File: src/rtl/dmem_arbiter_pkg.sv
// Shared definitions for the data-memory arbiter: FSM encoding, port indices
// and the data width shared with data_memory.
`ifndef DATA_WIDTH
`define DATA_WIDTH 32
`endif

package dmem_arbiter_pkg;

    localparam logic [1:0] ARB    = 2'd0;
    localparam logic [1:0] LOCK_A = 2'd1;
    localparam logic [1:0] LOCK_B = 2'd2;

    localparam logic PORT_A = 1'b0;
    localparam logic PORT_B = 1'b1;

    localparam int unsigned DMEM_DATA_WIDTH = `DATA_WIDTH;

endpackage

File: src/rtl/dmem_arbiter_rr_grant2.sv
// Two-way round-robin pick: on a conflict the port opposite last_grant wins.
module rr_grant2
    import dmem_arbiter_pkg::*;
(
    input  logic valid_a_i,
    input  logic valid_b_i,
    input  logic last_grant_i,
    output logic grant_a_o,
    output logic grant_b_o
);

    always_comb begin
        grant_a_o = valid_a_i & (~valid_b_i | (last_grant_i == PORT_B));
        grant_b_o = valid_b_i & ~grant_a_o;
    end

endmodule

File: src/rtl/dmem_arbiter.sv
// Arbitrates the single-port data_memory between port A and port B.
// Optional conflict counter enabled by DMEM_ARB_STATS_EN.
module dmem_arbiter
    import dmem_arbiter_pkg::*;
#(
    parameter int unsigned DATA_WIDTH = DMEM_DATA_WIDTH,
    parameter int unsigned ADDR_WIDTH = 10
) (
    input  logic                  i_clk,
    input  logic                  i_rst,
    input  logic                  i_a_valid,
    input  logic                  i_a_we,
    input  logic                  i_a_lock,
    input  logic [ADDR_WIDTH-1:0] i_a_addr,
    input  logic [DATA_WIDTH-1:0] i_a_wdata,
    output logic                  o_a_ready,
    output logic                  o_a_rvalid,
    output logic [DATA_WIDTH-1:0] o_a_rdata,
    input  logic                  i_b_valid,
    input  logic                  i_b_we,
    input  logic                  i_b_lock,
    input  logic [ADDR_WIDTH-1:0] i_b_addr,
    input  logic [DATA_WIDTH-1:0] i_b_wdata,
    output logic                  o_b_ready,
    output logic                  o_b_rvalid,
    output logic [DATA_WIDTH-1:0] o_b_rdata,
    output logic                  o_mem_we,
    output logic [ADDR_WIDTH-1:0] o_mem_addr,
    output logic [DATA_WIDTH-1:0] o_mem_wdata,
    input  logic [DATA_WIDTH-1:0] i_mem_rdata
`ifdef DMEM_ARB_STATS_EN
    ,
    output logic [15:0]           o_conflict_cnt
`endif
);

    logic [1:0]            state_q, state_d;
    logic                  last_grant_q, last_grant_d;
    logic                  a_rvalid_q, a_rvalid_d;
    logic                  b_rvalid_q, b_rvalid_d;
    logic [DATA_WIDTH-1:0] a_rdata_q, a_rdata_d;
    logic [DATA_WIDTH-1:0] b_rdata_q, b_rdata_d;

    logic rr_grant_a, rr_grant_b;
    logic grant_a, grant_b;
    logic acc_a, acc_b;

    rr_grant2 u_rr (
        .valid_a_i    (i_a_valid),
        .valid_b_i    (i_b_valid),
        .last_grant_i (last_grant_q),
        .grant_a_o    (rr_grant_a),
        .grant_b_o    (rr_grant_b)
    );

    // While locked only the owner can be granted, and only when it is valid.
    always_comb begin
        grant_a = 1'b0;
        grant_b = 1'b0;
        case (state_q)
            ARB: begin
                grant_a = rr_grant_a;
                grant_b = rr_grant_b;
            end
            LOCK_A:  grant_a = i_a_valid;
            LOCK_B:  grant_b = i_b_valid;
            default: ;
        endcase
    end

    assign o_a_ready = grant_a;
    assign o_b_ready = grant_b;
    assign acc_a     = i_a_valid & grant_a;
    assign acc_b     = i_b_valid & grant_b;

    assign o_mem_addr  = grant_b ? i_b_addr  : i_a_addr;
    assign o_mem_wdata = grant_b ? i_b_wdata : i_a_wdata;
    assign o_mem_we    = ~i_rst & ((acc_a & i_a_we) | (acc_b & i_b_we));

    // A locked owner that is idle leaves the lock exactly when it drops i_x_lock,
    // which also covers the final unlocked access since valid implies accepted.
    always_comb begin
        state_d = state_q;
        case (state_q)
            ARB: begin
                if (acc_a && i_a_lock)
                    state_d = LOCK_A;
                else if (acc_b && i_b_lock)
                    state_d = LOCK_B;
            end
            LOCK_A:  if (!i_a_lock) state_d = ARB;
            LOCK_B:  if (!i_b_lock) state_d = ARB;
            default: state_d = ARB;
        endcase
    end

    always_comb begin
        last_grant_d = last_grant_q;
        if (acc_a)
            last_grant_d = PORT_A;
        else if (acc_b)
            last_grant_d = PORT_B;
    end

    always_comb begin
        a_rvalid_d = acc_a & ~i_a_we;
        b_rvalid_d = acc_b & ~i_b_we;
        a_rdata_d  = a_rvalid_d ? i_mem_rdata : a_rdata_q;
        b_rdata_d  = b_rvalid_d ? i_mem_rdata : b_rdata_q;
    end

    always_ff @(posedge i_clk or posedge i_rst) begin
        if (i_rst) begin
            state_q      <= ARB;
            last_grant_q <= PORT_B;
            a_rvalid_q   <= 1'b0;
            b_rvalid_q   <= 1'b0;
            a_rdata_q    <= '0;
            b_rdata_q    <= '0;
        end else begin
            state_q      <= state_d;
            last_grant_q <= last_grant_d;
            a_rvalid_q   <= a_rvalid_d;
            b_rvalid_q   <= b_rvalid_d;
            a_rdata_q    <= a_rdata_d;
            b_rdata_q    <= b_rdata_d;
        end
    end

    assign o_a_rvalid = a_rvalid_q;
    assign o_b_rvalid = b_rvalid_q;
    assign o_a_rdata  = a_rdata_q;
    assign o_b_rdata  = b_rdata_q;

`ifdef DMEM_ARB_STATS_EN
    logic [15:0] conflict_cnt_q, conflict_cnt_d;

    always_comb begin
        conflict_cnt_d = conflict_cnt_q;
        if (i_a_valid && i_b_valid && (conflict_cnt_q != 16'hFFFF))
            conflict_cnt_d = conflict_cnt_q + 16'd1;
    end

    always_ff @(posedge i_clk or posedge i_rst) begin
        if (i_rst)
            conflict_cnt_q <= '0;
        else
            conflict_cnt_q <= conflict_cnt_d;
    end

    assign o_conflict_cnt = conflict_cnt_q;
`endif

endmodule

File: config.mk
export PLATFORM = sky130hd
export DESIGN_NAME = dmem_arbiter
export DESIGN_NICKNAME = d
export VERILOG_FILES = /design/src/rtl/dmem_arbiter_pkg.sv /design/src/rtl/dmem_arbiter_rr_grant2.sv /design/src/rtl/dmem_arbiter.sv
export SDC_FILE = /design/constraint.sdc
export NUM_CORES = 1
export LEC_CHECK = 0
export BUFFER_PORTS_ARGS = -buffer_cell sky130_fd_sc_hd__buf_2
export CAP_MARGIN = 40
export CORE_MARGIN = 2
export CORE_UTILIZATION = 44
export DETAILED_ROUTE_END_ITERATION = 8
export HOLD_SLACK_MARGIN = 0.15
export PLACE_DENSITY = 0.85
export SLEW_MARGIN = 20
export SYNTH_ARGS = -nofsm -noshare
export SYNTH_HDL_FRONTEND = slang
export SYNTH_SLANG_ARGS = --single-unit
File: constraint.sdc
create_clock -name i_clk -period 3.2 [get_ports i_clk]
set_input_delay 0.32 -clock i_clk [delete_from_list [all_inputs] [get_ports i_clk]]
set_output_delay 0.32 -clock i_clk [all_outputs]
set_load 0.1 [all_outputs]
==> impl_metrics.csv, run 1 <==
group,metric,value,unit
cells_and_area,diodes,0,
timing,min_period,2590,ps
critical_path,crit_family,"flip-flops",
critical_path,critPathKind,"reg2out",
global_route,grt_first_pass_wirelength,13600,um
power,p_per_area,1150,nW/um2
drt,drc,0,
clock_network,cts_setup_buffers,0,
cells_and_area,drive_above_1_share,81.6,%
timing,slew_violations,0,
synthesis,synth_compound_area_share,1.92,%
synthesis,yosysWarnings,0,
die,num_io_pins,235,
power,leakagePower,2.57,nW
timing,tightestPinTransition,680,ps
critical_path,crit_required,2880,ps
synthesis,synth_mux_area_share,39.1,%
die,die_w,91.0,um
timing,max_freq,0.386,GHz
critical_path,path_cells,"nand3b_4, nand2_4, mux2_2, buf_2",
clock_network,post_cts_resized,0,
drt,first_pass_iters,4,
clock_network,clkTransAtPathRegs,80,ps
timing,period_share,81.0,%
drt,ant_nets,0,
clock_network,numClockSinks,69,
power,max-vdd-ir-drop,0.609,mV
cells_and_area,syn_to_final_growth,43.0,%
min_path,hold_class,"in2reg",
critical_path,worst-path-buf-inv,1,
synthesis,synth_fa_ha_area_share,0,%
clock_network,htree_levels,3,
synthesis,synth_nets,331,
critical_path,slowest_delay,620,ps
power,power,0.00549,W
job,maxCapViolations,0,
die,rows,31,
place,port_buffers,234,
clock_network,cts_tree,"built",
critical_path,critPathSlowestCell,"dfstp_2",
drt,wirelength,8990,um
drt,avgRoutedWirePerCell,16.3,um
die,start_util,45.7,%
timing,hold_viol,0,
clock_network,cts_made_buffers,9,
critical_path,cp_max_fo,43,
place,dp_hpwl,7080,um
global_route,grtUsageTotal,21.0,%
place,gp_congestion,0.786,
synthesis,ys_types,19,
cells_and_area,final_common_cell,"buf_2",
drt,num_vias,2611,
critical_path,worstPathArrival,2270,ps
drt,via_per_inst,4.74,
synthesis,synth_simple_gate_area_share,3.01,%
clock_network,cts_root_buf,"clkbuf_8",
global_route,overflow,0,
timing,setup_viol,0,
die,die_h,91.0,um
global_route,first_global_vias,2655,
drt,first_iter_violations,53,
cells_and_area,final_cell_mix,"234 x buf_2, 77 x mux2_2, 68 x dfrtp_1",
synthesis,syn-instance-count,207,
die,die-area,8280,um2
critical_path,cp-start-kind,"flop",
synthesis,ys_seq_area_share,51.9,%
synthesis,synth_xor_area_share,0,%
clock_network,ctsLongestPathBuffers,2,
synthesis,synth_top_family_by_area,"multiplexers",
timing,max_slew_margin,54.6,%
global_route,grt_max_degree,44,
global_route,antenna_found_initial,0,
timing,rsz0062_at_grt,"false",
timing,finClkSkew,7.26,ps
critical_path,crit_path_end_kind,"output pin",
cells_and_area,fin_nets,571,
synthesis,syn_avg_cell_area,16.1,um2
cells_and_area,fillers,577,
clock_network,clk_latency,330,ps
synthesis,syn_area,3330,um2
timing,tns,0,ps
outcome,status,"completed",
clock_network,hold_buffers,1,
synthesis,ys_ff_latch,69,
die,core,7290,um2
synthesized netlist by cell type (all sizes together):
cell,n,area [um2]
nor3b,1,7.51
dfstp,1,26.3
mux2,106,1300
nand2b,1,13.8
o211a,1,10.0
o211ai,2,28.8
nand3b,2,40.0
a21oi,2,10.0
nand2,2,15.0
inv,6,22.5
o21a,2,15.0
dfrtp,68,1700
and2b,2,18.8
buf,10,113
nand3,1,5.00
cell type report:
type                       instances  area [um2]  area share [%]
sequential                        69        1730            36.3
timing repair buffer             239        1220            25.7
tap                               99         124            2.60
clock inverter                     4        30.0           0.631
clock buffer                      12         165            3.47
multi-input combinational        122        1470            30.8
inverter                           6        22.5           0.473
per-stage QoR:
stage	util (%)	std cells	setup slack [ps]	instance area, um2	hold WS [ps]
2_1_floorplan	-	207	643	3330	446
3_3_place_gp	62.2	533	1030	4530	466
3_5_place_dp	62.5	534	979	4550	384
4_1_cts	65.3	551	599	4760	208
5_1_grt	65.3	551	505	4760	207
6_report	65.3	551	607	4760	223
final timing paths:
kind | startpoint | to | slack, ps | depth (start not counted)
worst max-delay path | last_grant_q$_DFFE_PP1P_ | o_mem_wdata[29] | 610 | 4
worst min-delay path | i_mem_rdata[15] | o_b_rdata[15]$_DFFE_PP0P_ | 220 | 2
worst max register to register | state_q[0]$_DFFE_PP0P_ | o_b_rdata[5]$_DFFE_PP0P_ | 1320 | 3
worst min register to register | state_q[0]$_DFFE_PP0P_ | state_q[1]$_DFFE_PP0P_ | 490 | 1
max in group asynchronous | i_rst | o_a_rdata[21]$_DFFE_PP0P_ | 1900 | 5
min in group asynchronous | i_rst | o_a_rdata[2]$_DFFE_PP0P_ | 570 | 3
where the power goes:
part	switching [W]	total (W)	internal [W]	leakage [nW]
registers	0.000151	0.00129	0.00114	0.814
logic	0.00287	0.00352	0.000652	1.65
clock network	0.000325	0.000672	0.000348	0.0990
total	0.00335	0.00549	0.00214	2.57
worst register-to-register path: cells and delay by family, from the launching register on:
| family | cells | cell delay, ps |
|---|---|---|
| simple gates | 2 | 820 |
| mux | 1 | 530 |
| flops | 1 | 410 |
kinds of logic (layout without fill, tap and decap cells):
group	after synthesis	count (layout)
AO/OA/AOI/OAI	7	7
buffers and inverters	16	261
flip-flops	69	69
AND/OR/NAND/NOR	9	9
multiplexers	106	106
routing by layer:
layer	GRT usage [%]	wire, um
met2	35.0	4580
met5	0	0
met3	4.32	527
met1	27.0	3710
met4	7.95	173
flip-flops by register name, summed over array words and instances (netlist names):
name,count
o_b_rvalid,1
o_a_rvalid,1
o_a_rdata,32
last_grant_q,1
o_b_rdata,32
state_q,2
(Power assumes the default switching activity.)
==> run 2: changes to the inputs <==
Settings changed: ABC_AREA set to 1, CORE_UTILIZATION 44 to 42, PLACE_DENSITY 0.85 to 0.81.
Clock period 3.2 ns to 2.44 ns, I/O delays scaled along.
==> impl_metrics.csv, run 2 <==
group,metric,value,unit
timing,tightestPinTransition,578,ps
drt,m1WireLength,5180,um
timing,rsz0062_at_grt,"false",
drt,wirelength,13600,um
synthesis,synth_top_cells_by_count,"292 x nand2_1, 68 x dfrtp_1, 32 x nand4_1",
timing,max_slew_margin,61.4,%
timing,hold_viol,0,
clock_network,cts_made_buffers,9,
drt,via_per_inst,4.99,
clock_network,cts_root_buf,"clkbuf_8",
cells_and_area,seq_area,1730,um2
synthesis,yosysWarnings,0,
outcome,status,"completed",
die,rows,32,
cells_and_area,fillers,575,
synthesis,synth_nets,575,
place,port_buffers,234,
cells_and_area,final_cell_mix,"292 x nand2_1, 191 x buf_2, 68 x dfrtp_1",
drt,avgRoutedWirePerCell,16.6,um
clock_network,numClockSinks,69,
synthesis,async_flop_share,100,%
place,dp_hpwl,9550,um
synthesis,ys_types,19,
critical_path,slowest_delay,570,ps
global_route,grt_first_pass_wirelength,20600,um
critical_path,cp_max_fo,16,
cells_and_area,drive_above_1_share,38.3,%
place,gp_congestion,0.820,
global_route,grt_max_degree,45,
global_route,first_global_vias,3966,
drt,drc,0,
global_route,antenna_found_initial,1,
cells_and_area,final_common_cell,"nand2_1",
synthesis,syn-instance-count,451,
timing,setup_viol,0,
critical_path,path_cells,"inv_1, nand3_2, nand3_1, a21oi_2, buf_2",
synthesis,synth-edff-count,0,
clock_network,cts_tree,"built",
drt,top_layer,"met4",
synthesis,yosysMostFrequentCell,"nand2_1",
critical_path,cp-start-kind,"flop",
timing,tns,0,ps
synthesis,ys_seq_area_share,51.2,%
critical_path,crit_required,2200,ps
synthesis,synthTopCellsByArea,"dfrtp_1 50%, nand2_1 32%, nand4_1 5.9%",
timing,finClkSkew,10.9,ps
clock_network,htree_levels,3,
clock_network,clkTransAtPathRegs,70,ps
die,start_util,43.4,%
drt,first_iter_violations,225,
drt,num_vias,4089,
drt,wl_met2,7100,um
critical_path,worstPathArrival,2020,ps
drt,first_pass_iters,5,
synthesis,syn_area,3370,um2
global_route,overflow,0,
job,maxCapViolations,0,
synthesis,syn_avg_cell_area,7.48,um2
cells_and_area,syn_to_final_growth,73.1,%
global_route,grtUsageTotal,30.8,%
synthesis,synth_top_area_share,50.4,%
critical_path,critPathKind,"reg2out",
die,die_w,93.6,um
critical_path,crit_path_end_kind,"output pin",
timing,period_share,93.0,%
timing,slew_violations,0,
clock_network,ctsLongestPathBuffers,2,
synthesis,synth_top_area_cell,"dfrtp_1",
timing,max_freq,0.441,GHz
die,die_h,93.6,um
drt,dr_wl_met3,1050,um
timing,min_period,2270,ps
die,die-area,8760,um2
synthesis,ys_ff_latch,69,
drt,ant_nets,0,
synthesis,ys.flop_type,"dfrtp_1",
cells_and_area,multiInputGateArea,1450,um2
die,num_io_pins,235,
cells_and_area,fin_nets,835,
die,core,7770,um2
clock_network,clk_latency,350,ps
min_path,hold_class,"in2reg",
critical_path,critPathSlowestCell,"dfstp_2",
[run 2: cell types whose count changed after synthesis, sizes merged, moves of 3 or more]
cell,previous run,this run
nand2,2,293
mux2,106,0
nand4,0,32
buf,10,23
inv,6,14
nand3,1,8
nor2,0,4
clkbuf,0,3
o21ai,0,3
[run 2: area by class of cell]
| type | instances | area share, % |
|---|---|---|
| timing repair buffer | 275 | 38.2 |
| sequential | 69 | 29.6 |
| multi-input combinational | 341 | 24.7 |
| tap | 102 | 2.19 |
| clock buffer | 9 | 2.12 |
| clock inverter | 7 | 2.08 |
| inverter | 15 | 1.03 |
| antenna | 1 | 0.0428 |
[run 2: metrics by stage]
step                      utilization, %  area, um2  cells  hold slack (ps)  setup slack [ps]
after floorplan                        -       3380    451              354               324
after global placement              67.6       5250    769              360               549
after detailed placement            67.6       5250    769              373               469
after CTS                           75.0       5830    818              166              81.1
after global routing                75.2       5840    819              175              52.2
final                               75.2       5840    819              177               171
[run 2: worst paths after layout]
kind,start,to,slack [ps],cells after the start
worst max-delay path,last_grant_q$_DFFE_PP1P_,o_mem_we,170,5
worst min-delay path,i_b_lock,state_q[1]$_DFFE_PP0P_,180,3
worst max register to register,last_grant_q$_DFFE_PP1P_,o_b_rdata[30]$_DFFE_PP0P_,410,5
worst min register to register,o_a_rdata[4]$_DFFE_PP0P_,o_a_rdata[4]$_DFFE_PP0P_,470,2
max in group asynchronous,i_rst,o_a_rdata[29]$_DFFE_PP0P_,1270,4
min in group asynchronous,i_rst,o_b_rdata[13]$_DFFE_PP0P_,560,3
[run 2: kinds of logic (layout without fill, tap and decap cells)]
logic type      after synthesis  after routing  share of synthesized area, %
flops                        69             69                          51.2
simple gates                337            337                          41.9
other cells                   0              1                             0
compound gates                4              4                         0.593
buf+inv                      41            306                          6.31
[run 2: timing repair]
item / in CTS / in global routing
buffers inserted: 0 / 0
endpoints found under the setup margin: 0 / 3
endpoints found under the hold margin: 58 / 0
hold buffers: 33 / 0
gates resized for setup: 0 / 2
[run 2: metal layers]
metal / vias to the layer above / track usage (%)
met1: 1926 / 38.6
met4: 0 / 10.3
met5: - / 0
met2: 213 / 52.5
li1: 1928 / -
met3: 22 / 7.33
[run 2: worst max-delay path: cells and delay by family (launching register included)]
| kind | cells | cell delay, ps |
|---|---|---|
| DFF | 1 | 570 |
| AOI/OAI and AO/OA | 1 | 180 |
| and+or+nand+nor | 2 | 420 |
| buffers and inverters | 2 | 510 |
Power of run 2 is left out: the tool's default activity adds up to more than one toggle a clock period on the data nets, which glitch-free logic cannot reach.
